==> src/rtl/fifo_word_packer.sv <==
// Drains an 8-bit byte FIFO and packs BYTES_PER_WORD bytes little-endian into a valid/ready word.
// Optional partial-word flush after FLUSH_CYCLES idle cycles is enabled by defining PACKER_FLUSH_EN.
module fifo_word_packer #(
  parameter int BYTES_PER_WORD = 4,
  parameter int FLUSH_CYCLES   = 16,
  localparam int CW = $clog2(BYTES_PER_WORD + 1)
) (
  input  logic                        clk,
  input  logic                        rst_n,
  input  logic                        fifo_empty,
  input  logic [7:0]                  fifo_data,
  output logic                        fifo_rd_en,
  output logic [8*BYTES_PER_WORD-1:0] word_data,
  output logic                        word_valid,
  input  logic                        word_ready,
  output logic [CW-1:0]               word_bytes,
  output logic [15:0]                 words_sent
);

  localparam logic [CW-1:0] BPW = CW'(BYTES_PER_WORD);

  typedef enum logic {FILL = 1'b0, OUT = 1'b1} state_t;

  state_t                                state, state_nxt;
  logic                                  rd_q;
  logic [CW-1:0]                         req_cnt, byte_cnt;
  logic [BYTES_PER_WORD-1:0][7:0]        word_q;
  logic                                  last_byte, flush;

  assign last_byte  = rd_q && (byte_cnt == BPW - CW'(1));
  assign word_data  = word_q;
  assign word_valid = (state == OUT);

`ifdef PACKER_FLUSH_EN
  localparam int IW = $clog2(FLUSH_CYCLES + 1);
  logic [IW-1:0] idle_cnt;
  logic          idle_cyc;

  // Only a started, incomplete word with nothing in flight counts as idle.
  assign idle_cyc = (state == FILL) && (byte_cnt != '0) && (byte_cnt < BPW) && !rd_q && fifo_empty;
  assign flush    = idle_cyc && (idle_cnt == IW'(FLUSH_CYCLES - 1));

  always_ff @(posedge clk or negedge rst_n) begin
    if (!rst_n)                idle_cnt <= '0;
    else if (!idle_cyc || flush) idle_cnt <= '0;
    else                       idle_cnt <= idle_cnt + IW'(1);
  end
`else
  assign flush = 1'b0;
`endif

  always_ff @(posedge clk or negedge rst_n) begin
    if (!rst_n) state <= FILL;
    else        state <= state_nxt;
  end

  always_comb begin
    state_nxt  = state;
    fifo_rd_en = 1'b0;
    case (state)
      FILL: begin
        fifo_rd_en = rst_n && !fifo_empty && (req_cnt < BPW);
        if (last_byte || flush) state_nxt = OUT;
      end
      OUT: if (word_ready) state_nxt = FILL;
      default: state_nxt = FILL;
    endcase
  end

  always_ff @(posedge clk or negedge rst_n) begin
    if (!rst_n) begin
      rd_q       <= 1'b0;
      req_cnt    <= '0;
      byte_cnt   <= '0;
      word_q     <= '0;
      word_bytes <= '0;
      words_sent <= '0;
    end else begin
      rd_q <= fifo_rd_en;
      if (state == OUT) begin
        if (word_ready) begin
          words_sent <= words_sent + 16'd1;
          req_cnt    <= '0;
          byte_cnt   <= '0;
          word_q     <= '0;
          word_bytes <= '0;
        end
      end else begin
        if (fifo_rd_en) req_cnt <= req_cnt + CW'(1);
        if (rd_q) begin
          for (int k = 0; k < BYTES_PER_WORD; k++)
            if (byte_cnt == CW'(k)) word_q[k] <= fifo_data;
          byte_cnt <= byte_cnt + CW'(1);
        end
        if (last_byte)  word_bytes <= BPW;
        else if (flush) word_bytes <= byte_cnt;
      end
    end
  end

endmodule
==> config.mk <==
export PLATFORM = sky130hd
export DESIGN_NAME = fifo_word_packer
export DESIGN_NICKNAME = d
export VERILOG_FILES = /design/src/rtl/fifo_word_packer.sv
export SDC_FILE = /design/constraint.sdc
export NUM_CORES = 1
export LEC_CHECK = 0
export CAP_MARGIN = 10
export CORE_UTILIZATION = 48
export DETAILED_ROUTE_END_ITERATION = 6
export PLACE_DENSITY = 0.78
export RECOVER_POWER = 100
export SLEW_MARGIN = 0
export SYNTH_ARGS = -nofsm -noshare
export SYNTH_HDL_FRONTEND = slang
export SYNTH_SLANG_ARGS = --single-unit
==> constraint.sdc <==
create_clock -name clk -period 1.8 [get_ports clk]
set_clock_uncertainty 0.05 [all_clocks]
set_input_delay 0.18 -clock clk [delete_from_list [all_inputs] [get_ports clk]]
set_output_delay 0.18 -clock clk [all_outputs]
set_load 0.02 [all_outputs]
# Word level (Yosys, flattened, before mapping)
# Cells that the tools add are included.
dict set report word_totals {
  in_bits 12
  out_inout_bits 53
  register_bits 59
}
dict set report classes {
  reduce_logical 20
  magnitude_cmp 1
  add_sub_neg 3
  bitwise_logic 1
  n_eq_ne 4
  n_mux 18
}
# cell count
set op_table {}
lappend op_table {{$mux W32} 3}
lappend op_table {{$mux W8} 4}
lappend op_table {{$mux W3} 7}
lappend op_table {{$add A16 B1 Y16 const B} 1}
lappend op_table {{$reduce_bool A2 Y1} 7}
lappend op_table {{$reduce_and A3 Y1} 4}
lappend op_table {{$reduce_and A2 Y1} 4}
lappend op_table {{$add A3 B1 Y3 const B} 2}
lappend op_table {{$eq A3 B2 Y1 const B} 2}
lappend op_table {{$eq A3 B1 Y1 const B} 1}
lappend op_table {{$logic_and A1 B1 Y1} 3}
lappend op_table {{$logic_not A3 Y1} 1}
lappend op_table {{$lt A3 B3 Y1 const B} 1}
lappend op_table {{$mux W1} 3}
lappend op_table {{$ne A2 B2 Y1 const B} 1}
lappend op_table {{$pmux W1 S2} 1}
lappend op_table {{$logic_not A1 Y1} 1}
lappend op_table {{$not A1 Y1} 1}

# Depth between registers and ports, before layout
# Gate-level depths: netlist of run 1.
dict set report logic_depth {
  ltp_word 6
  depth_mapped 7
  ltp_nobuf 5
}

# Worst setup path after synthesis of run 1
# Ideal clock, no wire load.
dict set report synth_timing {
  path_kind {register -> register}
  start {register state (netlist: word_valid)}
  end {register req_cnt[1]}
  synth_period_minus_slack_ns 1.519
  required_ns 1.601
  setup_slack_ns 0.281
  t_arrival_ns 1.320
  path_stages_with_launch 4
  path_cell_list {dfrtp_1 buf_6 nor4b_4 o21ai_0}
}
dict set report synth_between {
  elab_chain_cells 3
}
# element line
set synth_rtl {}
lappend synth_rtl {{start, declared} 24} ;# state_t state, state_nxt;
lappend synth_rtl {{start signal, assigned} 54} ;# else state <= state_nxt;
lappend synth_rtl {{$mux W1} 60} ;# case (state)
lappend synth_rtl {{named net fifo_rd_en} 12} ;# output logic fifo_rd_en,
lappend synth_rtl {{$reduce_bool A2 Y1 (no source line)} n/a}
lappend synth_rtl {{$reduce_and A2 Y1 (no source line)} n/a}
lappend synth_rtl {{end signal, assigned} 89} ;# if (fifo_rd_en) req_cnt <= req_cnt + CW'(1);
lappend synth_rtl {{end, declared} 26} ;# logic [CW-1:0] req_cnt, byte_cnt;
# The timed path passes the listed nets, and every way through them passes these cells.
# A chain may end at the register's enable or synchronous reset.

# Final worst setup path of run 1
dict set report layout_timing {
  start {register words_sent[3]}
  end {output words_sent[3]}
}
# element line
set layout_lines {}
lappend layout_lines {{start, declared} 17} ;# output logic [15:0] words_sent
lappend layout_lines {{start signal, assigned} 82} ;# words_sent <= words_sent + 16'd1;
# No word-level cell between the ends.

==> results of run 1 <==
[per-layer routing]
metal / vias up / part of all wire [%] / wire, µm / track usage (%)
met5: - / 0 / 0 / 0
met4: 0 / 2.5 / 127 / 12.39
met3: 12 / 3.7 / 189 / 4.065
met2: 47 / 50 / 2564 / 35.86
met1: 909 / 44 / 2266 / 25.89
li1: 941 / - / - / -
[flip-flops by register name, indices dropped and copies added, names as in the netlist]
register    count
rd_q            1
req_cnt         3
word_valid      1
word_bytes      1
byte_cnt        3
words_sent     16
word_data      32
[Yosys cell counts, types with 2 or more instances]
master    instances  area [µm²]
o22ai_1           2       12.51
xnor2_1          12       105.1
ha_1              7       87.58
o21ai_0          25       125.1
o21ai_1           2       10.01
buf_2             5       25.02
nand4_1           4       25.02
nor3_2            3       30.03
buf_4             5       37.54
nor2_1            3       11.26
nand3_1          12       60.06
dfrtp_1          57        1426
a22o_1            2       17.52
nand2_1          75       281.5
xor2_1            4       35.03
inv_1             5       18.77
and2_1            5       31.28
clkbuf_1          2       7.510
[worst max-delay path by stage]
| stage | from | endpoint | slack (ns) | cells past startpoint |
|---|---|---|---|---|
| after floorplan | word_valid | req_cnt[1] | 0.28 | 3 |
| after global placement | fifo_empty | fifo_rd_en | 0.07 | 3 |
| after detailed placement | fifo_empty | fifo_rd_en | 0.05 | 3 |
| after CTS | words_sent[6] | words_sent[6] | 0.1 | 1 |
| after global routing | words_sent[2] | words_sent[2] | 0.05 | 1 |
| final | words_sent[3] | words_sent[3] | 0.1 | 1 |
[cell type report]
class	count	area [µm²]
Clock buffer	13	158.9
Fill cell	407	1544
Inverter	5	18.77
Timing Repair Buffer	69	674.4
Sequential cell	57	1426
Tap cell	67	83.83
Multi-Input combinational cell	171	958.4
Clock inverter	3	15.01
[stage by stage]
stage	hold slack, ns	worst slack, ns	power (mW)	instance area [µm²]	cells
5_1_grt	0.4328	0.04651	4.695	3336	385
2_1_floorplan	-0.1656	0.2810	2.713	2505	246
3_5_place_dp	0.3291	0.05372	3.536	3181	368
4_1_cts	0.4290	0.09827	4.578	3362	385
3_3_place_gp	0.3293	0.06557	3.462	3181	368
6_report	0.4161	0.09955	4.409	3336	385
[power breakdown]
group | internal (mW) | switching [mW]
sequential | 1.65 | 0.256
clock | 0.568 | 0.469
combinational | 0.657 | 0.812
total | 2.87 | 1.54
[logic make-up (layout without fill, tap and decap cells)]
| logic type | Yosys count | count (layout) |
|---|---|---|
| buffers and inverters | 18 | 90 |
| AO/OA/AOI/OAI | 31 | 31 |
| XOR/XNOR | 16 | 16 |
| multiplexers | 2 | 2 |
| flip-flops | 57 | 57 |
| other | 1 | 2 |
| AND/OR/NAND/NOR | 113 | 113 |
| adder cells (fa/ha/maj) | 7 | 7 |
[what timing repair did]
| item | 4_1_cts | 5_1_grt |
|---|---|---|
| endpoints found under the hold margin | 57 | 0 |
| resized for setup | 2 | 2 |
| hold buffers | 1 | 0 |
| cloned | 0 | 0 |
| setup endpoints to repair | 2 | 7 |
==> flow_metrics.env, run 1 <==
export IMPL_status="complete, no violations"
export IMPL_antenna_cells=0
export IMPL_final_common_cell="nand2_1"
export IMPL_grt_first_pass_wirelength_mm=8.576
export IMPL_pwr_density_cell_mw_per_mm2=1322
export IMPL_drv_slew=0
export IMPL_antenna_found_initial=0
export IMPL_worst_pin_slew_ns=0.7490
export IMPL_wl_per_cell_um=13.37
export IMPL_synth_async_reset_ratio_pct=100.0
export IMPL_clk_pin_slew_worst_paths_ns=0.06
export IMPL_tns_ns=0
export IMPL_ys_types=33
export IMPL_post_route_util_pct=68.36
export IMPL_clockBufferDepth=2
export IMPL_drc_errors=0
export IMPL_hpwl_mm=3.656
export IMPL_numCtsBuffers=9
export IMPL_power_leakage_nw=1.641
export IMPL_grt_max_degree=58
export IMPL_reg2regPathDepth=5
export IMPL_chipHeight_um=74.19
export IMPL_fin_crit_ns=1.700
export IMPL_fmax_mhz=588.1
export IMPL_endpoint_kind="output port"
export IMPL_drtIter0Drc=98
export IMPL_r2r_start="word_valid"
export IMPL_syn_to_final_growth_pct=33.37
export IMPL_min_to="words_sent[15]"
export IMPL_synthAdderAreaFrac_pct=3.502
export IMPL_core_mm2=0.004880
export IMPL_vias=1909
export IMPL_clock_sinks=57
export IMPL_peakVddDrop_uv=699.4
export IMPL_cp_cell_sequence="dlygate4sd3_1"
export IMPL_hp_start="words_sent[15]"
export IMPL_dieArea_mm2=0.005503
export IMPL_grt_pass1_vias=1820
export IMPL_drv_cap=0
export IMPL_synth_compound_area_share_pct=6.603
export IMPL_grt_remaining_overflow=0
export IMPL_critical_path_max_stage_delay_ns=0.70
export IMPL_crit_path_max_fanout=5
export IMPL_postCtsSetupBuffers=0
export IMPL_syn_area_mm2=0.002501
export IMPL_crit_type="reg2out"
export IMPL_synth_xor_area_share_pct=5.603
export IMPL_core_rowCount=25
export IMPL_ff2ff_setup_slack_ns=0.23
export IMPL_layout_common_cells="nand2_1 (75), dfrtp_1 (57), dlygate4sd3_1 (47)"
export IMPL_ys_seq_elements=57
export IMPL_port_buffers=62
export IMPL_setup_viol=0
export IMPL_fin_crit_sh_pct=94.47
export IMPL_clock_latency_ns=0.33
export IMPL_r2r_end="word_data[3]"
export IMPL_critPathLaunchType="register"
export IMPL_firstDrtPassIters=4
export IMPL_cp_data_required_time_ns=1.57
export IMPL_synth_mux_area_fraction_pct=0.8504
export IMPL_relSlewSlack_pct=50.06
export IMPL_cp_slowest_cell="dlygate4sd3_1"
export IMPL_avgSynthCellArea_um2=10.21
export IMPL_layout_drive_gt1_share_pct=8.805
export IMPL_yosysWarnings=0
export IMPL_track_usage_pct=21.41
export IMPL_ys_seq_area_share_pct=57.03
export IMPL_viasPerCell=4.958
export IMPL_grt_setup_unrepaired="false"
export IMPL_path_delay_family="buffers and inverters"
export IMPL_synth_ff_type="dfrtp_1"
export IMPL_ant_nets=0
export IMPL_worst_path_buf_inv=1
export IMPL_synthSimpleGateAreaFrac_pct=22.26
export IMPL_place_gp_congestion=0.7699
export IMPL_die_w_um=74.19
export IMPL_hold_depth=1
export IMPL_synth_cells=245
export IMPL_cts_tree="built"
export IMPL_io_pins=65
export IMPL_cts_root_buf="clkbuf_8"
export IMPL_synth_top_family_by_area="simple AND/OR/NAND/NOR gates"
export IMPL_h_tree_depth=3
export IMPL_worst_ep_arrival_time_ns=1.47
export IMPL_wirelength_mm=5.148
export IMPL_final_nets=332
export IMPL_hold_path_class="reg2reg"
export IMPL_start_util_pct=51.26
export IMPL_hold_violations=0
export IMPL_synth_edf_count=0
Note: power is estimated with default switching activity, not from simulation.
==> run 2: changes to the inputs <==
--- a/config.mk
+++ b/config.mk
@@ -6,10 +6,11 @@
 export NUM_CORES = 1
 export LEC_CHECK = 0
 export CAP_MARGIN = 10
+export CORE_ASPECT_RATIO = 2
 export CORE_UTILIZATION = 48
 export DETAILED_ROUTE_END_ITERATION = 6
+export HOLD_SLACK_MARGIN = 0.08
 export PLACE_DENSITY = 0.78
-export RECOVER_POWER = 100
 export SLEW_MARGIN = 0
 export SYNTH_ARGS = -nofsm -noshare
 export SYNTH_HDL_FRONTEND = slang
==> run 2 against run 1 <==
  * Total power increased by 6.0%
  * Fmax increased by 1.2%
  * Highest routed layer unchanged
  * Global-route usage increased by 0.97 points
  * Sequential cell count unchanged
  * Critical path depth unchanged
  * Worst hold slack improved by 0.019 ns
  * Register-to-register slack improved by 0.06 ns
  * Largest cell class unchanged
  * Clock power increased by 13%
  * Combinational power increased by 7%
  * Clock-buffer cell count decreased by 1
==> flow_metrics.env, run 2 (synthesis gave the netlist of run 1 again) <==
export IMPL_drtIter0Drc=40
export IMPL_antenna_found_initial=0
export IMPL_clock_power_share_pct=25.0
export IMPL_die_w_um=53.04
export IMPL_fmax_mhz=595.1
export IMPL_worst_pin_slew_ns=0.6896
export IMPL_wirelength_mm=5.276
export IMPL_setup_viol=0
export IMPL_drc_errors=0
export IMPL_start_util_pct=50.48
export IMPL_worst_ep_arrival_time_ns=1.45
export IMPL_hp_start="fifo_data[7]"
export IMPL_fin_crit_sh_pct=93.35
export IMPL_core_mm2=0.004955
export IMPL_p_comb_share_pct=33.9
export IMPL_io_pins=65
export IMPL_p_int_mw=3.116
export IMPL_clock_latency_ns=0.32
export IMPL_clk_pin_slew_worst_paths_ns=0.06
export IMPL_drv_slew=0
export IMPL_cp_data_required_time_ns=1.57
export IMPL_wl_per_cell_um=14.03
export IMPL_firstDrtPassIters=5
export IMPL_pwr_density_cell_mw_per_mm2=1379
export IMPL_clockBufferDepth=2
export IMPL_clock_sinks=57
export IMPL_hpwl_mm=3.874
export IMPL_cts_tree="built"
export IMPL_layout_drive_gt1_share_pct=10.66
export IMPL_cp_cell_sequence="clkdlybuf4s50_1"
export IMPL_place_gp_congestion=0.7373
export IMPL_largest_reg_flops=32
export IMPL_grt_first_pass_wirelength_mm=8.887
export IMPL_chipHeight_um=104.1
export IMPL_numCtsBuffers=9
export IMPL_p_seq_share_pct=41.2
export IMPL_ant_nets=0
export IMPL_cp_slowest_cell="clkdlybuf4s50_1"
export IMPL_switching_share_pct=33.33
export IMPL_syn_to_final_growth_pct=35.52
export IMPL_critPathLaunchType="register"
export IMPL_track_usage_pct=22.37
export IMPL_port_buffers=62
export IMPL_grt_max_degree=58
export IMPL_endpoint_kind="output port"
export IMPL_final_nets=334
export IMPL_crit_path_max_fanout=6
export IMPL_core_rowCount=36
export IMPL_grt_pass1_vias=1910
export IMPL_layout_common_cells="nand2_1 (75), clkdlybuf4s50_1 (59), dfrtp_1 (57)"
export IMPL_peakVddDrop_uv=1056
export IMPL_hold_violations=0
export IMPL_hold_path_class="in2reg"
export IMPL_power_switching_mw=1.558
export IMPL_grt_setup_unrepaired="false"
export IMPL_tns_ns=0
export IMPL_viasPerCell=5.085
export IMPL_dieArea_mm2=0.005521
export IMPL_relSlewSlack_pct=54.03
export IMPL_h_tree_depth=3
export IMPL_final_common_cell="nand2_1"
export IMPL_status="complete, no violations"
export IMPL_worst_path_buf_inv=1
export IMPL_antenna_cells=0
export IMPL_fin_crit_ns=1.680
export IMPL_path_delay_family="buffers and inverters"
export IMPL_vias=1912
export IMPL_cts_root_buf="clkbuf_8"
export IMPL_r2r_start="word_valid"
export IMPL_critical_path_max_stage_delay_ns=0.65
export IMPL_post_route_util_pct=68.41
export IMPL_power_leakage_nw=1.567
export IMPL_grt_remaining_overflow=0
export IMPL_startpoint="words_sent[2]"
export IMPL_crit_type="reg2out"
export IMPL_drv_cap=0
export IMPL_postCtsSetupBuffers=0
## run 2: cell types whose count changed in the layout (fill, tap and decap cells not counted), sizes merged
cell,previous run,this run
buf,4,9
dlygate4sd2,2,1
bufinv,0,1
clkinv,3,2
dlymetal6s2s,0,1
clkbuf,16,12
clkdlybuf4s50,13,59
dlygate4sd3,47,1
## run 2: cell type report
class	count	area (µm²)
tap	57	71.32
timing repair buffer	71	699.4
inverter	5	18.77
clock inverter	3	40.04
multi-input combinational	171	978.4
fill	392	1565
clock buffer	12	155.1
sequential	57	1426
## run 2: metal layers
metal	share of wire, %	track usage [%]	vias to the layer above
li1	-	-	938
met1	39	26.05	919
met2	56	36.80	48
met3	3.8	6.433	7
met4	1.2	9.586	0
met5	0	0	-
## run 2: power groups by stage
stage | combinational (mW) | sequential (mW) | clock, mW
3_3_place_gp | 1.55 | 1.94 | 0
2_1_floorplan | 0.451 | 2.26 | 0
6_report | 1.58 | 1.92 | 1.17
4_1_cts | 1.61 | 1.93 | 1.20
5_1_grt | 1.73 | 1.97 | 1.25
3_5_place_dp | 1.60 | 1.94 | 0
## run 2: what timing repair did
action                                  4_1_cts  5_1_grt
endpoints found under the setup margin        1        1
gates resized for setup                       1        1
hold endpoints to repair                     57        0
hold buffers                                  1        0
pin swaps                                     0        0
## run 2: path summary, 6_finish.rpt
kind / to / slack (ns) / depth (start not counted)
hold / removal: word_data[31] / 0.44 / 3
setup / recovery: words_sent[2] / 0.12 / 1
setup reg to reg: words_sent[15] / 0.29 / 5
hold reg to reg: words_sent[15] / 0.44 / 1
min in group asynchronous: word_data[15] / 0.56 / 3
max in group asynchronous: rd_q / 0.69 / 3
## run 2: per-stage QoR
| step | total power [mW] | hold WS, ns | setup slack [ns] | cell area (µm²) | cells |
|---|---|---|---|---|---|
| final | 4.674 | 0.4352 | 0.1196 | 3390 | 376 |
| after global routing | 4.960 | 0.4488 | 0.05122 | 3390 | 376 |
| after CTS | 4.732 | 0.4194 | 0.01795 | 3387 | 376 |
| after detailed placement | 3.543 | 0.4061 | 0.06291 | 3183 | 360 |
| after global placement | 3.484 | 0.4116 | 0.07520 | 3183 | 360 |
| after floorplan | 2.713 | -0.1656 | 0.2810 | 2505 | 246 |
